### config.mk
export PLATFORM = sky130hd
export DESIGN_NAME = fma16_sched
export DESIGN_NICKNAME = d
export VERILOG_FILES = /design/src/rtl/fma16_sched_pkg.sv /design/src/rtl/fma16_rspq.sv /design/src/rtl/fma16_sched.sv
export SDC_FILE = /design/constraint.sdc
export NUM_CORES = 1
export LEC_CHECK = 0
export BUFFER_PORTS_ARGS = -buffer_cell sky130_fd_sc_hd__clkbuf_2
export CAP_MARGIN = 15
export CORE_ASPECT_RATIO = 1.75
export CORE_MARGIN = 3
export CORE_UTILIZATION = 51
export DETAILED_ROUTE_END_ITERATION = 12
export PLACE_DENSITY = 0.86
export SETUP_SLACK_MARGIN = 0.05
export SLEW_MARGIN = 25
export SYNTH_ARGS = -nofsm -noshare
export SYNTH_HDL_FRONTEND = slang
export SYNTH_HIERARCHICAL = 1
export SYNTH_SLANG_ARGS = --single-unit
### constraint.sdc
create_clock -name clk -period 4.8 [get_ports clk]
set_input_delay 0.24 -clock clk [delete_from_list [all_inputs] [get_ports clk]]
set_output_delay 0.24 -clock clk [all_outputs]
set_load 0.03 [all_outputs]
### src/rtl/fma16_sched_pkg.sv
// Shared types for the fma16 scheduler: issued operation, tagged response
// and flag bit positions within the 4-bit flags field.
package fma16_sched_pkg;

  localparam int ID_MAXW = 3;

  localparam int FLAG_INEXACT   = 0;
  localparam int FLAG_UNDERFLOW = 1;
  localparam int FLAG_OVERFLOW  = 2;
  localparam int FLAG_INVALID   = 3;

  typedef struct packed {
    logic [15:0] x;
    logic [15:0] y;
    logic [15:0] z;
    logic        mul;
    logic        add;
    logic        negp;
    logic        negz;
    logic [1:0]  rm;
  } fma_op_t;

  typedef struct packed {
    logic [15:0]        result;
    logic [3:0]         flags;
    logic [ID_MAXW-1:0] id;
  } fma_rsp_t;

endpackage

### src/rtl/fma16_rspq.sv
// Show-ahead response FIFO; push and pop may coincide at any fill level,
// a pop on an empty queue is ignored.
module fma16_rspq
  import fma16_sched_pkg::*;
#(
  parameter int DEPTH = 5,
  parameter int CW    = $clog2(DEPTH + 1)
) (
  input  logic          clk,
  input  logic          reset,
  input  logic          push,
  input  fma_rsp_t      wdata,
  input  logic          pop,
  output fma_rsp_t      rdata,
  output logic [CW-1:0] count,
  output logic          empty,
  output logic          full
);

  localparam int PW = (DEPTH > 1) ? $clog2(DEPTH) : 1;

  fma_rsp_t        mem [DEPTH];
  logic [PW-1:0]   wr_ptr;
  logic [PW-1:0]   rd_ptr;
  logic            do_push;
  logic            do_pop;

  function automatic logic [PW-1:0] ptr_inc(input logic [PW-1:0] p);
    return (p == PW'(DEPTH - 1)) ? '0 : p + PW'(1);
  endfunction

  assign empty   = (count == '0);
  assign full    = (count == CW'(DEPTH));
  assign do_pop  = pop && !empty;
  assign do_push = push && (!full || do_pop);
  assign rdata   = mem[rd_ptr];

  always_ff @(posedge clk or negedge reset) begin
    if (!reset) begin
      wr_ptr <= '0;
      rd_ptr <= '0;
      count  <= '0;
    end else begin
      if (do_push) wr_ptr <= ptr_inc(wr_ptr);
      if (do_pop)  rd_ptr <= ptr_inc(rd_ptr);
      count <= count + CW'(do_push) - CW'(do_pop);
    end
  end

  always_ff @(posedge clk) begin
    if (do_push) mem[wr_ptr] <= wdata;
  end

  a_no_overflow: assert property (@(posedge clk) disable iff (!reset)
    !(push && full && !pop));

endmodule

### src/rtl/fma16_sched.sv
// Round-robin front end for a shared pipelined fma16 datapath: arbitrates
// requesters, tracks IDs through the datapath and returns tagged results.
module fma16_sched
  import fma16_sched_pkg::*;
#(
  parameter int NREQ = 4,
  parameter int LAT  = 3,
  parameter int RSPQ = LAT + 2,
  parameter int IDW  = $clog2(NREQ)
) (
  input  logic              clk,
  input  logic              reset,
  input  logic [NREQ-1:0]   req_valid,
  output logic [NREQ-1:0]   req_ready,
  input  logic [NREQ*16-1:0] req_x,
  input  logic [NREQ*16-1:0] req_y,
  input  logic [NREQ*16-1:0] req_z,
  input  logic [NREQ-1:0]   req_mul,
  input  logic [NREQ-1:0]   req_add,
  input  logic [NREQ-1:0]   req_negp,
  input  logic [NREQ-1:0]   req_negz,
  input  logic [NREQ*2-1:0] req_rm,
  output logic              dp_issue,
  output logic [15:0]       dp_x,
  output logic [15:0]       dp_y,
  output logic [15:0]       dp_z,
  output logic              dp_mul,
  output logic              dp_add,
  output logic              dp_negp,
  output logic              dp_negz,
  output logic [1:0]        dp_rm,
  input  logic [15:0]       dp_result,
  input  logic [3:0]        dp_flags,
  output logic              rsp_valid,
  input  logic              rsp_ready,
  output logic [15:0]       rsp_result,
  output logic [3:0]        rsp_flags,
  output logic [IDW-1:0]    rsp_id,
  output logic              busy
);

  localparam int QCW = $clog2(RSPQ + 1);
  localparam int OCW = 8;
  // The issue register is the first of the LAT datapath cycles, so only
  // LAT-1 tag stages follow it.
  localparam int TS  = (LAT > 1) ? LAT - 1 : 1;
  localparam logic [OCW-1:0] RSPQ_O = OCW'(RSPQ);

  logic [IDW-1:0] rr_ptr;
  logic [IDW-1:0] gnt_id;
  logic           gnt_found;
  logic           credit_ok;
  logic           accept;
  logic           pop_now;
  logic [OCW-1:0] occ;

  logic           issue_v;
  logic [IDW-1:0] issue_id;
  fma_op_t        issue_op;
  fma_op_t        sel_op;

  logic [TS-1:0]  tag_v;
  logic [IDW-1:0] tag_id [TS];
  logic           last_v;
  logic [IDW-1:0] last_id;

  fma_rsp_t       q_wdata;
  fma_rsp_t       q_rdata;
  logic [QCW-1:0] q_count;
  logic           q_empty;
  logic           q_full;
  logic           unused_bits;

  always_comb begin
    occ = {{(OCW-1){1'b0}}, issue_v};
    for (int i = 0; i < TS; i++) occ = occ + {{(OCW-1){1'b0}}, tag_v[i]};
    occ = occ + OCW'(q_count);
  end

  assign pop_now   = rsp_valid && rsp_ready;
  assign credit_ok = (occ < RSPQ_O) || ((occ == RSPQ_O) && pop_now);

  always_comb begin
    int idx;
    idx       = 0;
    gnt_found = 1'b0;
    gnt_id    = '0;
    for (int k = 0; k < NREQ; k++) begin
      idx = int'(rr_ptr) + k;
      if (idx >= NREQ) idx = idx - NREQ;
      if (!gnt_found && req_valid[idx]) begin
        gnt_found = 1'b1;
        gnt_id    = IDW'(idx);
      end
    end
  end

  assign accept    = gnt_found && credit_ok && reset;
  assign req_ready = accept ? (NREQ'(1) << gnt_id) : '0;

  always_comb begin
    sel_op      = '0;
    sel_op.x    = req_x[16*int'(gnt_id) +: 16];
    sel_op.y    = req_y[16*int'(gnt_id) +: 16];
    sel_op.z    = req_z[16*int'(gnt_id) +: 16];
    sel_op.mul  = req_mul[gnt_id];
    sel_op.add  = req_add[gnt_id];
    sel_op.negp = req_negp[gnt_id];
    sel_op.negz = req_negz[gnt_id];
    sel_op.rm   = req_rm[2*int'(gnt_id) +: 2];
  end

  always_ff @(posedge clk or negedge reset) begin
    if (!reset) begin
      rr_ptr   <= '0;
      issue_v  <= 1'b0;
      issue_id <= '0;
      issue_op <= '0;
    end else begin
      issue_v <= accept;
      if (accept) begin
        issue_op <= sel_op;
        issue_id <= gnt_id;
        rr_ptr   <= (int'(gnt_id) == NREQ - 1) ? '0 : gnt_id + IDW'(1);
      end
    end
  end

  always_ff @(posedge clk or negedge reset) begin
    if (!reset) begin
      tag_v <= '0;
      for (int i = 0; i < TS; i++) tag_id[i] <= '0;
    end else begin
      tag_v[0]  <= issue_v && (LAT > 1);
      tag_id[0] <= issue_id;
      for (int i = 1; i < TS; i++) begin
        tag_v[i]  <= tag_v[i-1];
        tag_id[i] <= tag_id[i-1];
      end
    end
  end

  assign last_v  = (LAT == 1) ? issue_v  : tag_v[TS-1];
  assign last_id = (LAT == 1) ? issue_id : tag_id[TS-1];

  always_comb begin
    q_wdata             = '0;
    q_wdata.result      = dp_result;
    q_wdata.flags       = dp_flags;
    q_wdata.id[IDW-1:0] = last_id;
  end

  fma16_rspq #(.DEPTH(RSPQ), .CW(QCW)) u_rspq (
    .clk   (clk),
    .reset (reset),
    .push  (last_v),
    .wdata (q_wdata),
    .pop   (rsp_ready),
    .rdata (q_rdata),
    .count (q_count),
    .empty (q_empty),
    .full  (q_full)
  );

  assign dp_issue = issue_v;
  assign dp_x     = issue_op.x;
  assign dp_y     = issue_op.y;
  assign dp_z     = issue_op.z;
  assign dp_mul   = issue_op.mul;
  assign dp_add   = issue_op.add;
  assign dp_negp  = issue_op.negp;
  assign dp_negz  = issue_op.negz;
  assign dp_rm    = issue_op.rm;

  // Head data is masked while empty so stale slots never reach the outputs.
  assign rsp_valid  = !q_empty;
  assign rsp_result = rsp_valid ? q_rdata.result : '0;
  assign rsp_flags  = rsp_valid ? q_rdata.flags : '0;
  assign rsp_id     = rsp_valid ? q_rdata.id[IDW-1:0] : '0;
  assign busy       = (occ != '0);

  assign unused_bits = ^{q_full, q_rdata.id};

endmodule

==> insert_results.sql <==
INSERT INTO impl_metrics (metric_group, metric, value, unit) VALUES
('critical_path', 'criticalPathCategory', 'reg2out', ''),
('sta', 'worst_path_setup_slack_after_routing', '994', 'ps'),
('floorplanning', 'floorplan.die_area', '20300', 'sq um'),
('critical_path', 'timing.critical_path.fanout_max', '9', ''),
('sta', 'setup_viol_count_final', '0', ''),
('critical_path', 'r2r-start', 'u_rspq/count[0]', ''),
('placed_design', 'routabilityCongestion', '0.842', ''),
('clock_network', 'cts_setup_buffers', '0', ''),
('sta', 'final.setup_skew', '14.1', 'ps'),
('hold_path', 'worst_min_delay_path_category', 'in2reg', ''),
('placed_design', 'port_buffers', '325', ''),
('power', 'fin_total_pwr', '0.00844', 'W'),
('clock_network', 'cts_tree', 'done', ''),
('synthesis', 'synth.yosys.warnings', '6', ''),
('drt', 'route.antenna.remaining_nets', '0', ''),
('drt', 'wl_per_cell', '20.7', 'microns'),
('sta', 'drv_slew', '0', ''),
('critical_path', 'crit_arrival', '3570', 'ps'),
('critical_path', 'startpoint_class', 'register', ''),
('drt', 'ratio_of_routed_vias_to_standard_cells', '5.77', ''),
('finish', 'layout.nets', '1241', ''),
('hold_path', 'holdPathEnd', 'u_rspq/mem[1][7]', ''),
('critical_path', 'timing.rr.end', 'dp_y[6]', ''),
('placed_design', 'preCtsSetupSlack', '1210', 'ps'),
('floorplanning', 'die_width', '109', 'microns'),
('finish', 'fill_cells', '1333', ''),
('synthesis', 'postSynthCellCount', '684', ''),
('clock_network', 'cts-root-buf', 'clkbuf_16', ''),
('floorplanning', 'die_height', '186', 'microns'),
('sta', 'final.min_clock_period', '3810', 'ps'),
('flow_run', 'drv_cap', '0', ''),
('placed_design', 'place_area', '11200', 'sq um'),
('critical_path', 'setup_slack_reg_to_reg', '1180', 'ps'),
('finish', 'postLayoutCellArea', '11900', 'sq um'),
('clock_network', 'cts_hold_buf', '1', ''),
('drt', 'drt_pass1_iterations', '5', ''),
('global_routing', 'grt_first_pass_wirelength', '38.1', 'mm'),
('clock_network', 'ctsHtreeMaxLevel', '4', ''),
('global_routing', 'grt_overflow_total', '0', ''),
('clock_network', 'cts.path.max_buffers', '2', ''),
('hold_path', 'timing.hold.worst.start', 'dp_result[0]', ''),
('run_status', 'outcome', 'finished, final reports clean', ''),
('sta', 'worst_slew_margin_rel', '38.1', '%'),
('critical_path', 'worst-endpoint-required', '4560', 'ps'),
('placed_design', 'place.detailed.hpwl', '18.5', 'mm'),
('drt', 'via_count', '7109', ''),
('global_routing', 'grt_antenna_before_repair', '3', ''),
('drt', 'dr_drc_count', '0', ''),
('clock_network', 'numClockSinks', '184', ''),
('floorplanning', 'design.portCount', '326', ''),
('drt', 'finalWirelength', '25.5', 'mm'),
('sta', 'setup-tns-final', '0', 'ps'),
('sta', 'rsz_0062_raised_after_global_routing', 'no', ''),
('floorplanning', 'fp-row-count', '65', ''),
('clock_network', 'post_cts_resize_count', '0', ''),
('finish', 'synthesis_to_finish_area_growth', '25.2', '%'),
('power', 'leakage', '5.31', 'nW'),
('synthesis', 'netlist_area', '9470', 'sq um'),
('hold_path', 'min_delay_path_depth', '1', ''),
('sta', 'hold_viol_final', '0', ''),
('clock_network', 'insertion_delay', '420', 'ps'),
('sta', 'finalCritPeriodShare', '79.3', '%'),
('finish', 'post_route_cells_drive_above_1_share', '44.9', '%'),
('drt', 'detailedRoute.firstIterationViolations', '286', ''),
('power', 'irDropWorstVdd', '0.533', 'mV'),
('synthesis', 'synth_nets', '941', ''),
('critical_path', 'worst-r2r-cell-count', '8', ''),
('sta', 'max_freq', '263', 'MHz'),
('sta', 'max_slew.worst_pin.slew', '928', 'ps'),
('global_routing', 'grt_max_degree', '96', ''),
('synthesis', 'post_syn_area_per_cell', '13.8', 'sq um'),
('critical_path', 'critical_path.endpoint_type', 'output port', ''),
('global_routing', 'grt_pass1_vias', '7162', ''),
('power', 'power.density', '712', 'nW/um^2'),
('clock_network', 'cts_made_buffers', '17', ''),
('clock_network', 'clkSlewWorstSetupHoldPaths', '80', 'ps'),
('finish', 'final_util', '65.4', '%'),
('floorplanning', 'floorplan.initialDensity', '52.2', '%'),
('global_routing', 'groute.usage.overall', '24.7', '%'),
('floorplanning', 'standard_cell_core_area', '18100', 'sq um');
## area by class of cell
| type | count | area [sq um] | area share (%) |
|---|---|---|---|
| multi-input cells | 406 | 3880 | 32.7 |
| flip-flops and latches | 184 | 5160 | 43.5 |
| clock inverters | 15 | 185 | 1.56 |
| clock buffers | 17 | 425 | 3.59 |
| well taps | 234 | 293 | 2.47 |
| repair buffers | 342 | 1780 | 15.1 |
| diodes | 2 | 5.00 | 0.0422 |
| inverters | 33 | 124 | 1.05 |
## per-stage QoR
step | hold WS (ps) | instances
after floorplan | -55.6 | 684
after global placement | 148 | 1197
after detailed placement | 151 | 1197
after CTS | 23.6 | 1230
after global routing | 22.2 | 1233
final | 38.3 | 1233
## state kept, by name, indices dropped and copies added, names as in the netlist, 3 cells and up
name and flops:
u_rspq/mem 110, dp_x 16, dp_y 16, dp_z 16
u_rspq/count 3, u_rspq/rd_ptr 3, u_rspq/wr_ptr 3
## placed cells by master, fill, tap and decap left out, types with 17 or more instances in the layout
| cell | count |
|---|---|
| clkbuf_2 | 324 |
| mux2i_1 | 132 |
| edfxtp_1 | 110 |
| dfrtp_1 | 73 |
| o31ai_1 | 54 |
| o221ai_2 | 50 |
| nor2b_1 | 46 |
| inv_1 | 31 |
| a211oi_1 | 23 |
| a221oi_1 | 22 |
| clkbuf_16 | 17 |
## per-layer routing
metal	vias up	global-route usage [%]	wire [microns]
li1	3288	-	-
met1	3443	29.3	9510
met2	329	43.4	13600
met3	47	5.56	1700
met4	2	9.61	702
met5	-	0	7
## critical path, stage by stage (launching register included)
cell	delay, ps
dfrtp_1	480
fa_1	470
ha_1	250
fa_1	490
a211o_1	240
a21o_1	140
and3_2	230
nor3_4	410
and2_1	220
clkbuf_2	210
## worst max path at each step
| stage | startpoint | end | cells past startpoint |
|---|---|---|---|
| after global routing | u_rspq/count[0] | req_ready[1] | 9 |
| after floorplan | u_rspq/count[1] | u_rspq/mem[1][0] | 4 |
| after detailed placement | u_rspq/count[0] | dp_y[6] | 8 |
| final | u_rspq/count[0] | req_ready[1] | 9 |
| after global placement | u_rspq/count[0] | dp_y[5] | 8 |
| after CTS | u_rspq/count[0] | req_ready[1] | 9 |
## power by group
part	internal (W)	switching (W)	leakage (nW)
combinational	0.00163	0.00292	3.11
sequential	0.00217	0.000309	1.90
clock	0.000716	0.000694	0.299
total	0.00451	0.00393	5.31
(Power assumes the default switching activity.)
